`src/rtl/safecrack_pkg.sv`:
```
`default_nettype none
// ============================================================================
// Module      : safecrack_pkg
// Description : Shared types and helpers for the parametrised safe lock.
//               The state encoding is one-hot. The PROG state is used only
//               when SAFECRACK_REPROG_EN is defined.
// Revision    : 1.0 - initial release
// ============================================================================
package safecrack_pkg;

  typedef enum logic [4:0] {
    ST_ENTRY   = 5'b00001,
    ST_OPEN    = 5'b00010,
    ST_ERROR   = 5'b00100,
    ST_LOCKOUT = 5'b01000,
    ST_PROG    = 5'b10000
  } state_t;

  // The smallest width allowed for any index or counter field
  localparam int unsigned MIN_W = 1;

  // The products are 64-bit so that large clock rates cannot overflow before truncation
  function automatic longint unsigned sec_to_cycles(input longint unsigned sec,
                                                    input longint unsigned clk_hz);
    return sec * clk_hz;
  endfunction

  // Bits needed to index n distinct values. The result is never below one bit
  function automatic int unsigned bits_for(input longint unsigned n);
    return (n <= 2) ? MIN_W : $clog2(n);
  endfunction

endpackage
`default_nettype wire

```
`src/rtl/safecrack_btn_edge_det.sv`:
```
`default_nettype none
// ============================================================================
// Module      : btn_edge_det
// Description : Inverts the active-low buttons and passes them through a
//               2-flop synchroniser. It then outputs a one-cycle rising-edge
//               pulse per button. All flops reset to "pressed", so a button
//               held across reset release gives no edge.
// Revision    : 1.0 - initial release
// ============================================================================
module btn_edge_det #(
  parameter int unsigned W = 4
) (
  input  logic         clk,
  input  logic         rst_n,
  input  logic [W-1:0] btn_n,
  output logic [W-1:0] rise
);

  logic [W-1:0] sync1_q, sync1_d;
  logic [W-1:0] sync2_q, sync2_d;
  logic [W-1:0] prev_q,  prev_d;

  // Next-state values for the synchroniser chain and the history flop
  always_comb begin
    sync1_d = ~btn_n;
    sync2_d = sync1_q;
    prev_d  = sync2_q;
  end

  // Synchroniser and history registers, reset to the all-pressed value
  always_ff @(posedge clk or negedge rst_n) begin
    if (!rst_n) begin
      sync1_q <= '1;
      sync2_q <= '1;
      prev_q  <= '1;
    end else begin
      sync1_q <= sync1_d;
      sync2_q <= sync2_d;
      prev_q  <= prev_d;
    end
  end

  assign rise = sync2_q & ~prev_q;

endmodule
`default_nettype wire

```
`src/rtl/safecrack_param.sv`:
```
`default_nettype none
// ============================================================================
// Module      : safecrack_param
// Description : Parametrised combination-lock controller.
//               - The user enters CODE_LEN digits on N_BTN active-low buttons.
//               - The verdict is given only after the full code is entered.
//               - MAX_FAILS consecutive failures cause a timed lockout.
//               - Optional code reprogramming is available from OPEN.
//               Macro SAFECRACK_REPROG_EN enables the prog_req port and the
//               PROG state.
// Revision    : 1.0 - initial release
// ============================================================================
module safecrack_param
  import safecrack_pkg::*;
#(
  parameter int unsigned N_BTN     = 4,
  parameter int unsigned CODE_LEN  = 4,
  // Digit 0 is in the LSBs. The default code is entered as 0,1,2,3
  parameter logic [CODE_LEN*bits_for(N_BTN)-1:0] CODE_INIT = {2'd3, 2'd2, 2'd1, 2'd0},
  parameter int unsigned CLK_HZ    = 50_000_000,
  parameter int unsigned OK_SEC    = 5,
  parameter int unsigned ERR_SEC   = 3,
  parameter int unsigned MAX_FAILS = 3,
  parameter int unsigned LOCK_SEC  = 30
) (
  input  logic                           clk,
  input  logic                           rstn,
  input  logic [N_BTN-1:0]               btn,
`ifdef SAFECRACK_REPROG_EN
  input  logic                           prog_req,
`endif
  output logic [CODE_LEN-1:0]            leds_verde,
  output logic                           led_vermelho,
  output logic                           led_lock,
  output logic [$clog2(MAX_FAILS+1)-1:0] fail_cnt
);

  localparam int unsigned DIG_W  = bits_for(N_BTN);
  localparam int unsigned CODE_W = CODE_LEN * DIG_W;
  localparam int unsigned IDX_W  = bits_for(CODE_LEN);
  localparam int unsigned FAIL_W = $clog2(MAX_FAILS + 1);

  localparam longint unsigned OK_CYC   = sec_to_cycles(OK_SEC,   CLK_HZ);
  localparam longint unsigned ERR_CYC  = sec_to_cycles(ERR_SEC,  CLK_HZ);
  localparam longint unsigned LOCK_CYC = sec_to_cycles(LOCK_SEC, CLK_HZ);
  localparam longint unsigned MAX_A    = (OK_CYC > ERR_CYC) ? OK_CYC : ERR_CYC;
  localparam longint unsigned MAX_CYC  = (MAX_A > LOCK_CYC) ? MAX_A : LOCK_CYC;
  localparam int unsigned     TMR_W    = bits_for(MAX_CYC);

  // The timer loads SEC*CLK_HZ-1 and exits when it reaches 0. The dwell is therefore exactly SEC*CLK_HZ cycles
  localparam logic [TMR_W-1:0]  OK_LOAD   = TMR_W'(OK_CYC - 1);
  localparam logic [TMR_W-1:0]  ERR_LOAD  = TMR_W'(ERR_CYC - 1);
  localparam logic [TMR_W-1:0]  LOCK_LOAD = TMR_W'(LOCK_CYC - 1);
  localparam logic [FAIL_W-1:0] FAIL_MAX  = FAIL_W'(MAX_FAILS);
  localparam logic [FAIL_W-1:0] FAIL_LAST = FAIL_W'(MAX_FAILS - 1);
  localparam logic [IDX_W-1:0]  IDX_LAST  = IDX_W'(CODE_LEN - 1);
  localparam logic [N_BTN-1:0]  BTN_ONE   = N_BTN'(1);

  state_t              state_q, state_d;
  logic [IDX_W-1:0]    idx_q,   idx_d;
  logic                mis_q,   mis_d;
  logic [TMR_W-1:0]    timer_q, timer_d;
  logic [FAIL_W-1:0]   fail_q,  fail_d;

  logic [N_BTN-1:0]    btn_rise;
  logic                any_rise;
  logic [DIG_W-1:0]    cur_digit;
  logic                digit_ok;
  logic                mis_next;
  logic [CODE_W-1:0]   code_cur;

  btn_edge_det #(.W(N_BTN)) u_edge (
    .clk   (clk),
    .rst_n (rstn),
    .btn_n (btn),
    .rise  (btn_rise)
  );

`ifdef SAFECRACK_REPROG_EN
  logic [CODE_W-1:0]   code_q,   code_d;
  logic [CODE_W-1:0]   shadow_q, shadow_d;
  logic [CODE_W-1:0]   shadow_ins;
  logic [DIG_W-1:0]    rise_digit;
  logic                rise_onehot;

  assign code_cur    = code_q;
  assign rise_onehot = $onehot(btn_rise);

  // Encode the single pressed button as a digit and merge it into the shadow code at idx
  always_comb begin
    rise_digit = '0;
    for (int i = 0; i < N_BTN; i++) begin
      if (btn_rise[i]) rise_digit = DIG_W'(i);
    end
    shadow_ins = shadow_q;
    for (int i = 0; i < CODE_LEN; i++) begin
      if (idx_q == IDX_W'(i)) shadow_ins[i*DIG_W +: DIG_W] = rise_digit;
    end
  end
`else
  assign code_cur = CODE_INIT;
`endif

  assign any_rise = |btn_rise;
  assign mis_next = mis_q | ~digit_ok;

  // Select the expected digit. A multi-hot edge cannot equal the one-hot pattern, so it never matches
  always_comb begin
    cur_digit = '0;
    for (int i = 0; i < CODE_LEN; i++) begin
      if (idx_q == IDX_W'(i)) cur_digit = code_cur[i*DIG_W +: DIG_W];
    end
    digit_ok = (btn_rise == (BTN_ONE << cur_digit));
  end

  // Next-state logic for the FSM, the digit index, the mismatch flag, the timer and the failure count
  always_comb begin
    state_d = state_q;
    idx_d   = idx_q;
    mis_d   = mis_q;
    timer_d = timer_q;
    fail_d  = fail_q;
`ifdef SAFECRACK_REPROG_EN
    code_d   = code_q;
    shadow_d = shadow_q;
`endif
    case (state_q)
      ST_ENTRY: begin
        if (any_rise) begin
          if (idx_q == IDX_LAST) begin
            idx_d = '0;
            mis_d = 1'b0;
            if (!mis_next) begin
              state_d = ST_OPEN;
              timer_d = OK_LOAD;
              fail_d  = '0;
            end else begin
              fail_d = (fail_q == FAIL_MAX) ? FAIL_MAX : fail_q + FAIL_W'(1);
              if (fail_q == FAIL_LAST) begin
                state_d = ST_LOCKOUT;
                timer_d = LOCK_LOAD;
              end else begin
                state_d = ST_ERROR;
                timer_d = ERR_LOAD;
              end
            end
          end else begin
            idx_d = idx_q + IDX_W'(1);
            mis_d = mis_next;
          end
        end
      end
      ST_OPEN: begin
`ifdef SAFECRACK_REPROG_EN
        if (prog_req) begin
          state_d = ST_PROG;
          idx_d   = '0;
        end else
`endif
        if (timer_q == '0) state_d = ST_ENTRY;
        else               timer_d = timer_q - TMR_W'(1);
      end
      ST_ERROR: begin
        if (timer_q == '0) state_d = ST_ENTRY;
        else               timer_d = timer_q - TMR_W'(1);
      end
      ST_LOCKOUT: begin
        if (timer_q == '0) begin
          state_d = ST_ENTRY;
          fail_d  = '0;
        end else begin
          timer_d = timer_q - TMR_W'(1);
        end
      end
`ifdef SAFECRACK_REPROG_EN
      ST_PROG: begin
        if (any_rise) begin
          if (!rise_onehot) begin
            // A malformed entry abandons programming and leaves the stored code untouched
            state_d = ST_ERROR;
            timer_d = ERR_LOAD;
            idx_d   = '0;
          end else begin
            shadow_d = shadow_ins;
            if (idx_q == IDX_LAST) begin
              code_d  = shadow_ins;
              state_d = ST_ENTRY;
              idx_d   = '0;
            end else begin
              idx_d = idx_q + IDX_W'(1);
            end
          end
        end
      end
`endif
      default: begin
        state_d = ST_ENTRY;
        idx_d   = '0;
        mis_d   = 1'b0;
        timer_d = '0;
      end
    endcase
  end

  // State registers. Reset aborts any entry or timed hold immediately
  always_ff @(posedge clk or negedge rstn) begin
    if (!rstn) begin
      state_q  <= ST_ENTRY;
      idx_q    <= '0;
      mis_q    <= 1'b0;
      timer_q  <= '0;
      fail_q   <= '0;
`ifdef SAFECRACK_REPROG_EN
      code_q   <= CODE_INIT;
      shadow_q <= '0;
`endif
    end else begin
      state_q  <= state_d;
      idx_q    <= idx_d;
      mis_q    <= mis_d;
      timer_q  <= timer_d;
      fail_q   <= fail_d;
`ifdef SAFECRACK_REPROG_EN
      code_q   <= code_d;
      shadow_q <= shadow_d;
`endif
    end
  end

  // Decode the outputs from the registered state. The green LEDs show a thermometer of digits entered
  always_comb begin
    leds_verde = '0;
    if (state_q == ST_OPEN) begin
      leds_verde = '1;
    end else if (state_q == ST_ENTRY || state_q == ST_PROG) begin
      for (int i = 0; i < CODE_LEN; i++) begin
        leds_verde[i] = (idx_q > IDX_W'(i));
      end
    end
  end

  assign led_vermelho = (state_q == ST_ERROR);
  assign led_lock     = (state_q == ST_LOCKOUT);
  assign fail_cnt     = fail_q;

endmodule
`default_nettype wire

```
`config.mk`:
```
export PLATFORM = sky130hd
export DESIGN_NAME = safecrack_param
export DESIGN_NICKNAME = d
export VERILOG_FILES = /design/src/rtl/safecrack_pkg.sv /design/src/rtl/safecrack_btn_edge_det.sv /design/src/rtl/safecrack_param.sv
export SDC_FILE = /design/constraint.sdc
export NUM_CORES = 1
export LEC_CHECK = 0
export ABC_AREA = 1
export CAP_MARGIN = 20
export CORE_MARGIN = 4
export CORE_UTILIZATION = 55
export CTS_CLUSTER_SIZE = 10
export DETAILED_ROUTE_END_ITERATION = 6
export GPL_TIMING_DRIVEN = 0
export PLACE_DENSITY = 0.75
export SYNTH_ARGS = -nofsm -noshare
export SYNTH_HDL_FRONTEND = slang
export SYNTH_HIERARCHICAL = 1
export SYNTH_SLANG_ARGS = --single-unit
export TNS_END_PERCENT = 50
```
`constraint.sdc`:
```
create_clock -name clk -period 2.1 [get_ports clk]
set_input_delay 0.315 -clock clk [delete_from_list [all_inputs] [get_ports clk]]
set_output_delay 0.315 -clock clk [all_outputs]
set_load 0.05 [all_outputs]
```
==> results.json <==
{
  "num_rows": 28,
  "floorplan.die_area_um2": 7591,
  "io_buffers": 13,
  "netlist_area_um2": 3443,
  "antenna_found_initial": 0,
  "synth-seq-area-share": 0.3826,
  "worstPathArrival_ns": 1.73,
  "type_of_the_tightest_min_delay_check": "reg2reg",
  "hpwl_mm": 6.868,
  "worst_r2r_startpoint": "idx_q[1]",
  "ff2ff_path_depth": 8,
  "cp_slowest_stage_delay_ns": 0.55,
  "dr_total_vias": 3425,
  "grtUsageMet1": 0.3589,
  "design_area_um2": 3846,
  "finalSetupViolCount": 0,
  "run_status": "finished, final reports clean",
  "hold_path_depth": 0,
  "dpl_worst_slack_ns": -0.4878,
  "post_synth_num_cell_types": 29,
  "rsz0062_at_grt": "true",
  "finalHoldWorstSlack_ns": 0.3608,
  "ctsHtreeMaxLevel": 2,
  "detail_route.wl_per_cell_um": 14.60,
  "layout.cells.most_common": "sky130_fd_sc_hd__nand2_1",
  "cts_buffers": 5,
  "hold_viol": 0,
  "avgViaCountPerCell": 5.445,
  "rrSetupSlack_ns": 0.11,
  "area_growth_syn_to_layout_pct": 11.70,
  "layout.filler_cells": 550,
  "detail_route.iter0.violations": 324,
  "final_net_count": 567,
  "flop_and_latch_count_out_of_synthesis": 52,
  "dieWidth_um": 87.13,
  "cap_violations": 0,
  "grt_max_degree": 31,
  "clk_pin_slew_worst_paths_ns": 0.11,
  "gpl.final_weighted_congestion": 0.9581,
  "grt_busiest_layer": "met2",
  "clkSinkCount": 52,
  "synthesis.instances": 528,
  "drt.antenna.violating_nets": 0,
  "drive_above_1_share": 0.1300,
  "count_of_warnings_emitted_by_yosys": 6,
  "crit_path_cell_trace": "inv_1 -> nor2_2 -> nand2_2 -> buf_6 -> inv_4 -> buf_6 -> nand2_1 -> nand2_1 -> buf_6",
  "grt_pass1_vias": 3177,
  "min_delay_worst_endpoint": "u_edge/prev_d[3]",
  "final.setup.worst_slack_ns": 0.05125,
  "synth.net_count": 542,
  "critPathMaxFanout": 10,
  "place_area_um2": 3687,
  "timing_worst_setup_path_type": "reg2out",
  "max-vdd-ir-drop_mv": 0.9190,
  "number_of_design_rule_violations_left_after_detail_routing": 0,
  "num_io_pins": 14,
  "antenna-diode-count": 0,
  "chipHeight_um": 87.13,
  "clock_latency_ns": 0.32,
  "power.density_nw_per_um2": 1766,
  "design.core.area_um2": 5991,
  "worstReg2RegEnd": "timer_q[25]",
  "worst_setup_path_end_kind": "output pin",
  "fmaxAchievable_mhz": 488.1,
  "clock_skew_ns": 0.01182,
  "use_met2": 0.3934,
  "holdCritStartpoint": "u_edge/sync1_q[3]",
  "clock_path_buffers": 2,
  "grt_first_pass_wirelength_mm": 15.15,
  "cpMostUsedCell": "sky130_fd_sc_hd__buf_6",
  "global_route.usage.met3": 0.03784,
  "totalWireLength_mm": 9.186,
  "final_min_period_over_clock_period": 0.9756,
  "1st_pass_router_iterations": 5,
  "relSlewSlack": 0.6348,
  "worst_pin_slew_ns": 0.5479,
  "power.static_leakage_nw": 2.096,
  "clock_tree.root_cell": "sky130_fd_sc_hd__clkbuf_8",
  "worst_setup_path_start_kind": "register",
  "critical-path-slowest-cell": "sky130_fd_sc_hd__dfstp_2",
  "grt-ovfl-total": 0,
  "clock_tree_from_tritoncts": "built",
  "post_synth.cell_area_avg_um2": 6.521,
  "layout_common_cells": "sky130_fd_sc_hd__nand2_1 (206), sky130_fd_sc_hd__nor2_1 (71), sky130_fd_sc_hd__inv_1 (60), sky130_fd_sc_hd__nand3_1 (42), sky130_fd_sc_hd__dfrtp_1 (39)",
  "finalWorstPathRequiredPeriod_ns": 2.049,
  "track_usage": 0.2561,
  "critPathRequiredTime_ns": 1.78,
  "timing_max_transition_violations_final": 0,
  "starting_density_of_the_core": 0.5748
}
cell families after synthesis:
family	Yosys count	synth area share
adders and majority gates	8	0.02907
and+or+nand+nor	350	0.4197
xor gates and xnor gates	5	0.01272
DFF	52	0.3826
buffers and inverters	78	0.09774
AOI/OAI and AO/OA	35	0.05814
Yosys cell counts (all sizes together):
| master | n | area, µm² |
|---|---|---|
| a21oi | 1 | 5.000 |
| o21bai | 4 | 30.03 |
| inv | 66 | 247.7 |
| buf | 11 | 85.07 |
| nand4 | 9 | 62.56 |
| xnor2 | 2 | 17.52 |
| dfrtp | 39 | 975.9 |
| nor2 | 85 | 356.6 |
| o21ai | 26 | 137.6 |
| xor2 | 3 | 26.28 |
| clkinv | 1 | 3.750 |
| a31oi | 2 | 12.51 |
| dfstp | 13 | 341.6 |
| nand3 | 44 | 220.2 |
| ha | 8 | 100.1 |
| o21a | 1 | 7.510 |
| o31ai | 1 | 7.510 |
| nand2 | 209 | 789.5 |
| or2 | 1 | 6.260 |
| nor3 | 2 | 10.01 |
layout make-up:
| cell class | count | area, µm² | share of cell area |
|---|---|---|---|
| plain buffers | 11 | 100.1 | 0.02602 |
| clock inverters | 3 | 28.78 | 0.007482 |
| clock buffers | 5 | 68.82 | 0.01789 |
| flip-flops and latches | 52 | 1318 | 0.3425 |
| multi-input cells | 398 | 1817 | 0.4723 |
| inverters | 67 | 254.0 | 0.06604 |
| repair buffers | 18 | 166.4 | 0.04327 |
| well taps | 75 | 93.84 | 0.02440 |
power breakdown:
part / total, mW / switching [mW] / internal (mW)
Clock: 0.635 / 0.382 / 0.253
Combinational: 4.40 / 2.99 / 1.41
Sequential: 1.76 / 0.394 / 1.36
per-layer routing:
layer | share of wire | wire length, µm | vias up
met3 | 0.064 | 592 | 22
met1 | 0.47 | 4310 | 1609
met4 | 0.032 | 292 | 0
met2 | 0.43 | 3991 | 120
li1 | - | - | 1674
met5 | 0 | 0 | -
state kept, by name, summed over array words and instances, names as in the netlist:
signal and count:
u_edge/prev_d 4, fail_cnt 2, u_edge/sync1_q 4, u_edge/prev_q 4
timer_q 31, mis_q 1, state_q 4, idx_q 2
worst max-delay path, delay by kind of cell, from the launching register on:
kind	cells	cell delay, ns
buffers and inverters	5	0.57
and+or+nand+nor	4	0.29
DFF	1	0.55
metrics by stage:
step                cells  utilization  setup TNS (ns)  power (mW)
finish                629       0.6420               0       6.794
global route          629       0.6420         -0.1566       7.402
CTS                   626       0.6326         -0.2932       6.546
detailed placement    617       0.6155          -1.009       5.905
global placement      616       0.6130          -36.14       5.802
floorplan             528            -         -0.1704       4.745
repair_timing:
action                                  CTS  global route
hold buffers                              1             0
pin swaps                                 0             0
gates resized for setup                  24            17
buffers inserted                          0             3
endpoints found under the setup margin    9            15
hold endpoints to repair                 17             0
how the worst max path moves through the flow:
stage                     from  cells after the start  slack, ns             to
finish              state_q[0]                      9       0.05  leds_verde[2]
global route        state_q[0]                      9      -0.07  leds_verde[2]
global placement          rstn                      1      -0.82    timer_q[10]
detailed placement  state_q[0]                      9      -0.49  leds_verde[2]
floorplan           state_q[0]                      5      -0.17  leds_verde[0]
CTS                 state_q[0]                      9      -0.17  leds_verde[2]
No activity file was read; power rests on OpenSTA's default activity.
==> patch: new RTL, same settings <==
Encoding of `state_t`: now binary (3 bits for 5 states). Comments in the files are not updated.
--- a/src/rtl/safecrack_pkg.sv
+++ b/src/rtl/safecrack_pkg.sv
@@ -8,12 +8,12 @@
 // ============================================================================
 package safecrack_pkg;
 
-  typedef enum logic [4:0] {
-    ST_ENTRY   = 5'b00001,
-    ST_OPEN    = 5'b00010,
-    ST_ERROR   = 5'b00100,
-    ST_LOCKOUT = 5'b01000,
-    ST_PROG    = 5'b10000
+  typedef enum logic [2:0] {
+    ST_ENTRY   = 3'd0,
+    ST_OPEN    = 3'd1,
+    ST_ERROR   = 3'd2,
+    ST_LOCKOUT = 3'd3,
+    ST_PROG    = 3'd4
   } state_t;
 
   // The smallest width allowed for any index or counter field
Behaviour: no difference found for any inputs over 10 cycles, from zero or initial values and one cycle with rstn low; not proved beyond that.
==> patch against the unedited design <==
Synthesized area decreased by 3.3%. Worst setup slack better by 0.091 ns. Synthesized cell count shrank 8.0%. Utilization shrank 1.6 points. Sequential cell count shrank 2. Critical path depth grew 4. Register-to-register slack improved by 0.03 ns. Sequential power shrank 3%. Routed wire length is 11% lower. Cell area is 4.2% lower. Power down 12%. Via count shrank 9.8%. Clock skew down 0.0042 ns. Critical path type is now reg2reg. Highest routed layer unchanged.
==> patch: results (changes against the unedited design) <==
status: finished clean
Placement Cell Area: 0.00357 sq mm (-3.2%)
maximum fanout along the worst path: 7 (-3)
met1 Use GR: 32.1% (-3.8 points)
sequential area share after synthesis: 38.0% (-0.25 points)
Mapped Nets: 500 (-7.7%)
Synth area leaders: dfrtp_1 (29%), nand2_1 (19%), dfstp_2 (9.5%)
non-clock buffer count: 25 (-14%)
Worst-Margin Slew: 0.531 ns (-0.0170 ns)
share of cells above drive strength 1: 15.5% (+2.5 points)
switch share: 53.7% (-1.7 points)
GRT Total Usage: 23.8% (-1.8 points)
GRT met3 Usage: 4.51% (+0.73 points)
Inverters: 64 (-4.5%)
grt met2 use: 38.1% (-1.3 points)
WL met3: 672 um (+14%)
vias in the first global route: 2941 (-7.4%)
largest net degree at the start of global routing: 33 (+6.5%)
final cell count without fillers: 584 (-7.2%)
Resized Gates After CTS: 8 (-67%)
Commonest cells post-synth: nand2_1 (173), nor2_1 (68), inv_1 (59), dfrtp_1 (38), nand3_1 (36)
Multi-input gate area: 0.00176 sq mm (-3.1%)
Clock Power: 0.628 mW (-1%)
first-pass GRT wire length: 13.9 mm (-8.2%)
Fillers: 554 (+0.73%)
Worst Skew: 0.00764 ns (-0.00418 ns)
final layout net count: 522 (-7.9%)
hold_ws: 0.361 ns (+0.000434 ns)
Non-clock buffer share: 6.18% (-0.75 points)
met2 wire length: 3.68 mm (-7.9%)
crit path kind: reg2reg
leakage power: 1.88 nW (-10%)
Crit path arrival time: 2.18 ns (+0.45 ns)
comb pwr: 3.62 mW (-18%)
Max Clk Rate: 0.511 GHz (+4.6%)
Internal Power: 2.76 mW (-8.9%)
drt wl/cell: 14.0 um (-4.2%)
VDD IR max: 0.939 mV (+2.2%)
pre-CTS setup slack: 0.00197 ns (+0.490 ns)
RD Place Congestion: 0.981 (+2.4%)
dpl hpwl: 5.98 mm (-13%)
DR iter-0 viols: 304 (-6.2%)
syn avg cell area: 6.85 sq um (+5.1%)
==> patch: cell types whose count changed after synthesis, sizes merged, moves of 3 or more <==
| cell | before | now |
|---|---|---|
| nand2 | 209 | 179 |
| a21oi | 1 | 8 |
| xor2 | 3 | 6 |
| nand4 | 9 | 4 |
| nand3 | 44 | 37 |
| buf | 11 | 8 |
==> patch: worst max-delay path, cell delays in order, from the launching register on <==
cell     delay (ns)
dfrtp_2        0.47
inv_1          0.10
ha_1           0.20
inv_1          0.05
nand2_1        0.05
nand2_1        0.04
nor2_1         0.13
nand3_2        0.15
nand2_1        0.16
inv_1          0.12
nand2_1        0.15
nand2_1        0.09
nand2_1        0.08
o21ai_2        0.05
==> patch: kinds of logic (layout without fill, tap and decap cells) <==
kind of cell / count (synthesis) / count (layout) / synth area share (%)
simple gates: 303 / 303 / 38.7
buf+inv: 74 / 97 / 9.73
xor+xnor: 8 / 8 / 2.10
compound gates: 43 / 43 / 8.41
flops: 50 / 50 / 38.0
fa+ha+maj: 8 / 8 / 3.01
